[config.mk]
export PLATFORM = sky130hd
export DESIGN_NAME = corelet_seq
export DESIGN_NICKNAME = d
export VERILOG_FILES = /design/src/rtl/corelet_seq.sv
export SDC_FILE = /design/constraint.sdc
export NUM_CORES = 1
export LEC_CHECK = 0
export ABC_AREA = 1
export BUFFER_PORTS_ARGS = -buffer_cell sky130_fd_sc_hd__buf_2
export CORE_ASPECT_RATIO = 0.75
export CORE_MARGIN = 3
export CORE_UTILIZATION = 35
export CTS_BUF_LIST = sky130_fd_sc_hd__clkbuf_16
export DETAILED_ROUTE_END_ITERATION = 12
export GPL_TIMING_DRIVEN = 0
export PLACE_DENSITY = 0.63
export REMOVE_ABC_BUFFERS = 1
export SLEW_MARGIN = 20
export SYNTH_ARGS = -nofsm -noshare
export SYNTH_HDL_FRONTEND = slang
export SYNTH_SLANG_ARGS = --single-unit
[constraint.sdc]
create_clock -name clk -period 21.6 [get_ports clk]
set_input_delay 2.16 -clock clk [delete_from_list [all_inputs] [get_ports clk]]
set_output_delay 2.16 -clock clk [all_outputs]
set_load 0.03 [all_outputs]
[src/rtl/corelet_seq.sv]
// Corelet sequencer: per kernel position loads weights, streams activations and
// drains the OFIFO into psum memory, then folds partial sums through the SFPs.
module corelet_seq #(
   parameter int unsigned row      = 4,
   parameter int unsigned col      = 8,
   parameter int unsigned len_kij  = 9,
   parameter int unsigned len_nij  = 36,
   parameter int unsigned len_onij = 16,
   parameter int unsigned addr_bw  = 11
) (
   input  logic               clk,
   input  logic               reset,
   input  logic               start,
   input  logic               l0_full,
   input  logic               l0_ready,
   input  logic               o_valid,
   output logic               busy,
   output logic               done,
   output logic               l0_wr,
   output logic               l0_rd,
   output logic [1:0]         inst,
   output logic               ofifo_rd,
   output logic               acc,
   output logic               xmem_cen,
   output logic [addr_bw-1:0] xmem_addr,
   output logic               pmem_cen,
   output logic               pmem_wen,
   output logic [addr_bw-1:0] pmem_addr,
   output logic [3:0]         kij
);

   function automatic int unsigned isqrt(input int unsigned v);
      int unsigned r;
      r = 0;
      for (int unsigned i = 1; i <= v; i++) begin
         if (i * i <= v) r = i;
      end
      return r;
   endfunction

   localparam int unsigned SO    = isqrt(len_onij);
   localparam int unsigned SN    = isqrt(len_nij);
   localparam int unsigned SK    = isqrt(len_kij);
   localparam int unsigned XBASE = len_kij * col;
   localparam int unsigned CW    = $clog2(len_nij + row + col + len_kij + 1);
   localparam int unsigned OW    = $clog2(len_onij + 1);

   localparam logic [CW-1:0] C_W  = CW'(col - 1);
   localparam logic [CW-1:0] C_FL = CW'(row + col - 1);
   localparam logic [CW-1:0] C_X  = CW'(len_nij - 1);
   localparam logic [CW-1:0] C_N  = CW'(len_nij);
   localparam logic [CW-1:0] C_K  = CW'(len_kij);
   localparam logic [OW-1:0] C_O  = OW'(len_onij - 1);
   localparam logic [3:0]    C_KJ = 4'(len_kij - 1);

   typedef enum logic [3:0] {
      S_IDLE, S_W_WR, S_W_LD, S_W_FL, S_X_WR, S_X_EX, S_DRAIN, S_NEXT, S_ACC, S_DONE
   } state_t;

   state_t             state_q, state_d;
   logic [CW-1:0]      cnt_q, cnt_d;
   logic [OW-1:0]      oc_q, oc_d;
   logic [3:0]         kij_q, kij_d;
   logic               l0wr_q, l0wr_d;
   logic               pwr_q, pwr_d;
   logic [addr_bw-1:0] pwaddr_q, pwaddr_d;
   logic               acc_q, acc_d;
   logic               prd;
   logic [addr_bw-1:0] paddr_rd;
   logic [31:0]        k_w, o_w, acc_addr_w;

   always_comb begin
      k_w        = 32'(cnt_q);
      o_w        = 32'(oc_q);
      acc_addr_w = k_w * len_nij + (o_w / SO) * SN + (o_w % SO) + (k_w / SK) * SN + (k_w % SK);
   end

   always_comb begin
      state_d   = state_q;
      cnt_d     = cnt_q;
      oc_d      = oc_q;
      kij_d     = kij_q;
      l0wr_d    = 1'b0;
      pwr_d     = 1'b0;
      pwaddr_d  = pwaddr_q;
      acc_d     = 1'b0;
      prd       = 1'b0;
      paddr_rd  = '0;
      busy      = 1'b1;
      done      = 1'b0;
      l0_rd     = 1'b0;
      inst      = 2'b00;
      ofifo_rd  = 1'b0;
      xmem_cen  = 1'b1;
      xmem_addr = '0;

      unique case (state_q)
         S_IDLE: begin
            busy = 1'b0;
            if (start) begin
               state_d = S_W_WR;
               cnt_d   = '0;
               oc_d    = '0;
               kij_d   = '0;
            end
         end
         S_W_WR: begin
            xmem_addr = addr_bw'(32'(kij_q) * col + 32'(cnt_q));
            if (!l0_full) begin
               xmem_cen = 1'b0;
               l0wr_d   = 1'b1;
               if (cnt_q == C_W) begin
                  cnt_d   = '0;
                  state_d = S_W_LD;
               end else begin
                  cnt_d = cnt_q + 1'b1;
               end
            end
         end
         S_W_LD: begin
            inst = 2'b01;
            // the last write's L0 strobe lands here; never read in that cycle
            if (l0_ready && !l0wr_q) begin
               l0_rd = 1'b1;
               if (cnt_q == C_W) begin
                  cnt_d   = '0;
                  state_d = S_W_FL;
               end else begin
                  cnt_d = cnt_q + 1'b1;
               end
            end
         end
         S_W_FL: begin
            if (cnt_q == C_FL) begin
               cnt_d   = '0;
               state_d = S_X_WR;
            end else begin
               cnt_d = cnt_q + 1'b1;
            end
         end
         S_X_WR: begin
            xmem_addr = addr_bw'(XBASE + 32'(cnt_q));
            if (!l0_full) begin
               xmem_cen = 1'b0;
               l0wr_d   = 1'b1;
               if (cnt_q == C_X) begin
                  cnt_d   = '0;
                  state_d = S_X_EX;
               end else begin
                  cnt_d = cnt_q + 1'b1;
               end
            end
         end
         S_X_EX: begin
            inst = 2'b10;
            if (l0_ready && !l0wr_q) begin
               l0_rd = 1'b1;
               if (cnt_q == C_X) begin
                  cnt_d   = '0;
                  state_d = S_DRAIN;
               end else begin
                  cnt_d = cnt_q + 1'b1;
               end
            end
         end
         S_DRAIN: begin
            if (cnt_q != C_N && o_valid) begin
               ofifo_rd = 1'b1;
               pwr_d    = 1'b1;
               pwaddr_d = addr_bw'(32'(kij_q) * len_nij + 32'(cnt_q));
               cnt_d    = cnt_q + 1'b1;
            end
            if (cnt_q == C_N && pwr_q) begin
               cnt_d   = '0;
               state_d = S_NEXT;
            end
         end
         S_NEXT: begin
            cnt_d = '0;
            oc_d  = '0;
            if (kij_q < C_KJ) begin
               kij_d   = kij_q + 1'b1;
               state_d = S_W_WR;
            end else begin
               state_d = S_ACC;
            end
         end
         S_ACC: begin
            // slots 0..len_kij-1 issue reads; the last slot gives the final acc beat
            if (cnt_q < C_K) begin
               prd      = 1'b1;
               paddr_rd = addr_bw'(acc_addr_w);
               acc_d    = 1'b1;
               cnt_d    = cnt_q + 1'b1;
            end else begin
               cnt_d = '0;
               if (oc_q == C_O) state_d = S_DONE;
               else             oc_d    = oc_q + 1'b1;
            end
         end
         S_DONE: begin
            busy    = 1'b0;
            done    = 1'b1;
            state_d = S_IDLE;
         end
         default: state_d = S_IDLE;
      endcase
   end

   always_ff @(posedge clk or negedge reset) begin
      if (!reset) begin
         state_q  <= S_IDLE;
         cnt_q    <= '0;
         oc_q     <= '0;
         kij_q    <= '0;
         l0wr_q   <= 1'b0;
         pwr_q    <= 1'b0;
         pwaddr_q <= '0;
         acc_q    <= 1'b0;
      end else begin
         state_q  <= state_d;
         cnt_q    <= cnt_d;
         oc_q     <= oc_d;
         kij_q    <= kij_d;
         l0wr_q   <= l0wr_d;
         pwr_q    <= pwr_d;
         pwaddr_q <= pwaddr_d;
         acc_q    <= acc_d;
      end
   end

   assign l0_wr     = l0wr_q;
   assign acc       = acc_q;
   assign kij       = kij_q;
   assign pmem_cen  = ~(pwr_q | prd);
   assign pmem_wen  = ~pwr_q;
   assign pmem_addr = pwr_q ? pwaddr_q : paddr_rd;

endmodule

==> impl_metrics.ini <==
[run_status]
outcome = complete, no violations

[critical_path]
r2r_setup_slack_ns = 18.50
max_stage_delay_ns = 0.78
path_max_fanout = 18
timing.rr.start = cnt_q[1]$_DFFE_PN0P_
worstReg2RegEnd = pwaddr_q[5]$_DFFE_PN0P_
start_kind = register
cpMostUsedCell = inv_1
cp_slowest_cell = dfrtp_1
rr_worst_depth = 9
endpoint_kind = output port
crit_required_ns = 19.44
path_class = register to output port
cp_data_arrival_time_ns = 7.52

[global_route]
grt_pass1_wl_um = 17600
grt_usage_pct = 16.9
grt-busiest-layer = met1
grt_max_degree = 34
grt_use_met3_pct = 3.22
first_global_vias = 3594
grt_use_met2_pct = 24.1
antenna_found_initial = 0
grt_use_met1_pct = 26.4
gr-total-overflow = 0

[min_path]
hold_path_class = register to register
worst_hold_startpoint = pwaddr_q[3]$_DFFE_PN0P_
min_path_cells = 2
whs_endpoint = pwaddr_q[3]$_DFFE_PN0P_

[placed_design]
post-place-cells = 737
gp_congestion = 0.920
portBuffers = 39
place_hpwl_um = 8470

[synth]
seq_area_frac_synth_pct = 20.2
synth_area_per_cell_um2 = 7.27
ys.flop_type = dfrtp_1
synth_cell_types = 47
yosysWarningCount = 0
synth_area_um2 = 4090
ys_ff_latch = 33
synth_edf_count = 0
synthArstFlopShare_pct = 100
netlist_instances = 563

[cts]
cts-buffers-inserted = 5
cts_root_buf = clkbuf_16
clk_pin_slew_ns = 0.05
insertion_delay_ns = 0.28
cts-resized-gates = 0
holdBufCountCts = 0
htree_levels = 2
clockBufferDepth = 2
cts_tree = built
clock_sinks = 33
postCtsSetupBuffers = 0

[detailed_routing]
ant_nets = 0
drt-pass1-iter-count = 4
drcViolationCount = 0
wl_um = 10500
wl_per_cell_um = 14.1
via_count = 3751
vias_per_cell = 5.03
drt-initial-drc-count = 179

[die]
dieArea_um2 = 13000
dieWidth_um = 131
pin_count = 43
core_um2 = 11100
rows = 33
start_util_pct = 36.7
die_h_um = 99.7

[job]
maxCapViolations = 0

[timing]
max_slew_margin_pct = 32.3
max_freq_mhz = 103
period_needed_ns = 9.68
finalHoldViolCount = 0
fin_tns_setup_ns = 0
timing.final.crit_share_pct = 44.8
worst_pin_slew_ns = 1.01
grt_setup_unrepaired = false
skew_ns = 0.00380
drv_slew = 0
setup_viol = 0

[pwr]
pwr-share-comb_pct = 63.1
pwr-share-clk_pct = 16.8
switching_power_uw = 249
ir_drop_mv = 0.0545
pwr-share-seq_pct = 20.1
switching_share_pct = 51.5
powerDensity_nw_per_um2 = 105
p_leak_nw = 2.52
p_int_uw = 235

[finish]
fin_cells = 745
diodes = 0
fin_nets = 678
fill_cells = 1148
drive_above_1_share_pct = 13.9
syn2layout_area_growth_pct = 12.2
[placed cells by master, fill, tap and decap left out, types with 8 or more instances in the layout]
cell type	Yosys	final
nand2_1	101	101
inv_1	99	100
nor2_1	63	63
ha_1	50	50
buf_2	1	39
nand3_1	33	33
dfrtp_1	33	33
o21ai_0	32	32
a21oi_1	21	21
fa_1	18	18
xor2_1	15	15
nor3_1	9	9
inv_2	9	9
nand2_2	9	9
o22ai_1	9	9
xnor2_1	8	8
[layer usage]
| layer | vias to the layer above | share of wire, % |
|---|---|---|
| met3 | 7 | 5.6 |
| met5 | - | 0 |
| met2 | 105 | 40 |
| met1 | 1756 | 54 |
| met4 | 0 | 0.72 |
| li1 | 1883 | - |
[worst max-delay path, delay by kind of cell (launching register included)]
kind	cells	cell delay, ns
AOI/OAI and AO/OA	2	0.38
xor gates and xnor gates	1	0.17
adders and majority gates	8	2.71
buffers and inverters	10	0.84
DFF	1	0.78
and+or+nand+nor	21	2.29
[cell families after synthesis]
kind of cell	Yosys count	synth area share (%)
other	1	0.0916
AND/OR/NAND/NOR	240	28.1
buffers and inverters	117	11.1
flip-flops	33	20.2
XOR/XNOR	23	4.92
AO/OA/AOI/OAI	81	11.5
adder cells (fa/ha/maj)	68	24.1
[metrics by stage]
stage	hold WS, ns	power, mW	util [%]	setup slack [ns]	cell area [µm²]
3_3_place_gp	0.480	0.395	39.7	12.34	4430
3_5_place_dp	0.478	0.399	39.7	12.23	4430
4_1_cts	0.491	0.485	41.2	11.89	4590
5_1_grt	0.524	0.532	41.2	11.22	4590
2_1_floorplan	0.450	0.317	-	12.71	4060
6_report	0.491	0.484	41.2	11.92	4590
[worst max-delay path by stage]
stage | startpoint | end | slack [ns] | depth (start not counted)
2_1_floorplan | cnt_q[4]$_DFFE_PN0P_ | pmem_addr[9] | 12.71 | 41
3_3_place_gp | cnt_q[4]$_DFFE_PN0P_ | pmem_addr[10] | 12.34 | 43
3_5_place_dp | cnt_q[4]$_DFFE_PN0P_ | pmem_addr[8] | 12.23 | 42
4_1_cts | cnt_q[4]$_DFFE_PN0P_ | pmem_addr[8] | 11.89 | 42
5_1_grt | cnt_q[4]$_DFFE_PN0P_ | pmem_addr[9] | 11.22 | 42
6_report | cnt_q[4]$_DFFE_PN0P_ | pmem_addr[8] | 11.92 | 42
[cell type report]
cell class | count | area, µm² | share of cell area [%]
Multi-Input combinational cell | 415 | 2820 | 61.4
Sequential cell | 33 | 826 | 18.0
Inverter | 110 | 413 | 8.99
Timing Repair Buffer | 39 | 195 | 4.25
Tap cell | 140 | 175 | 3.82
Clock buffer | 5 | 125 | 2.73
Clock inverter | 3 | 37.5 | 0.818
[state kept, by name, summed over array words and instances (netlist names)]
name      flops
pwr_q         1
cnt_q         6
pwaddr_q     11
oc_q          5
l0_wr         1
acc           1
kij           4
state_q       4
[power by group through the flow]
stage / Combinational, mW / Sequential, mW / Clock (mW)
after detailed placement: 0.301 / 0.0979 / 0
after global routing: 0.347 / 0.0999 / 0.0854
final: 0.305 / 0.0972 / 0.0810
after CTS: 0.305 / 0.0969 / 0.0826
after global placement: 0.297 / 0.0975 / 0
after floorplan: 0.221 / 0.0955 / 0
[synth_stat cells (2+ instances only)]
master / n / area [µm²]
nand2_1: 101 / 379
inv_1: 99 / 372
nor2_1: 63 / 236
ha_1: 50 / 626
dfrtp_1: 33 / 826
nand3_1: 33 / 165
o21ai_0: 32 / 160
a21oi_1: 21 / 105
fa_1: 18 / 360
xor2_1: 15 / 131
inv_2: 9 / 33.8
nand2_2: 9 / 56.3
nor3_1: 9 / 45.0
o22ai_1: 9 / 56.3
xnor2_1: 8 / 70.1
nand2_4: 5 / 56.3
buf_4: 4 / 30.0
o21ai_1: 4 / 20.0
nand3_2: 3 / 30.0
nand4_1: 3 / 18.8
nor2_4: 3 / 33.8
a211oi_1: 2 / 15.0
a21o_1: 2 / 15.0
clkbuf_1: 2 / 7.51
clkinv_1: 2 / 7.51
nor2_8: 2 / 40.0
nor3b_1: 2 / 15.0
(Power assumes the default switching activity.)
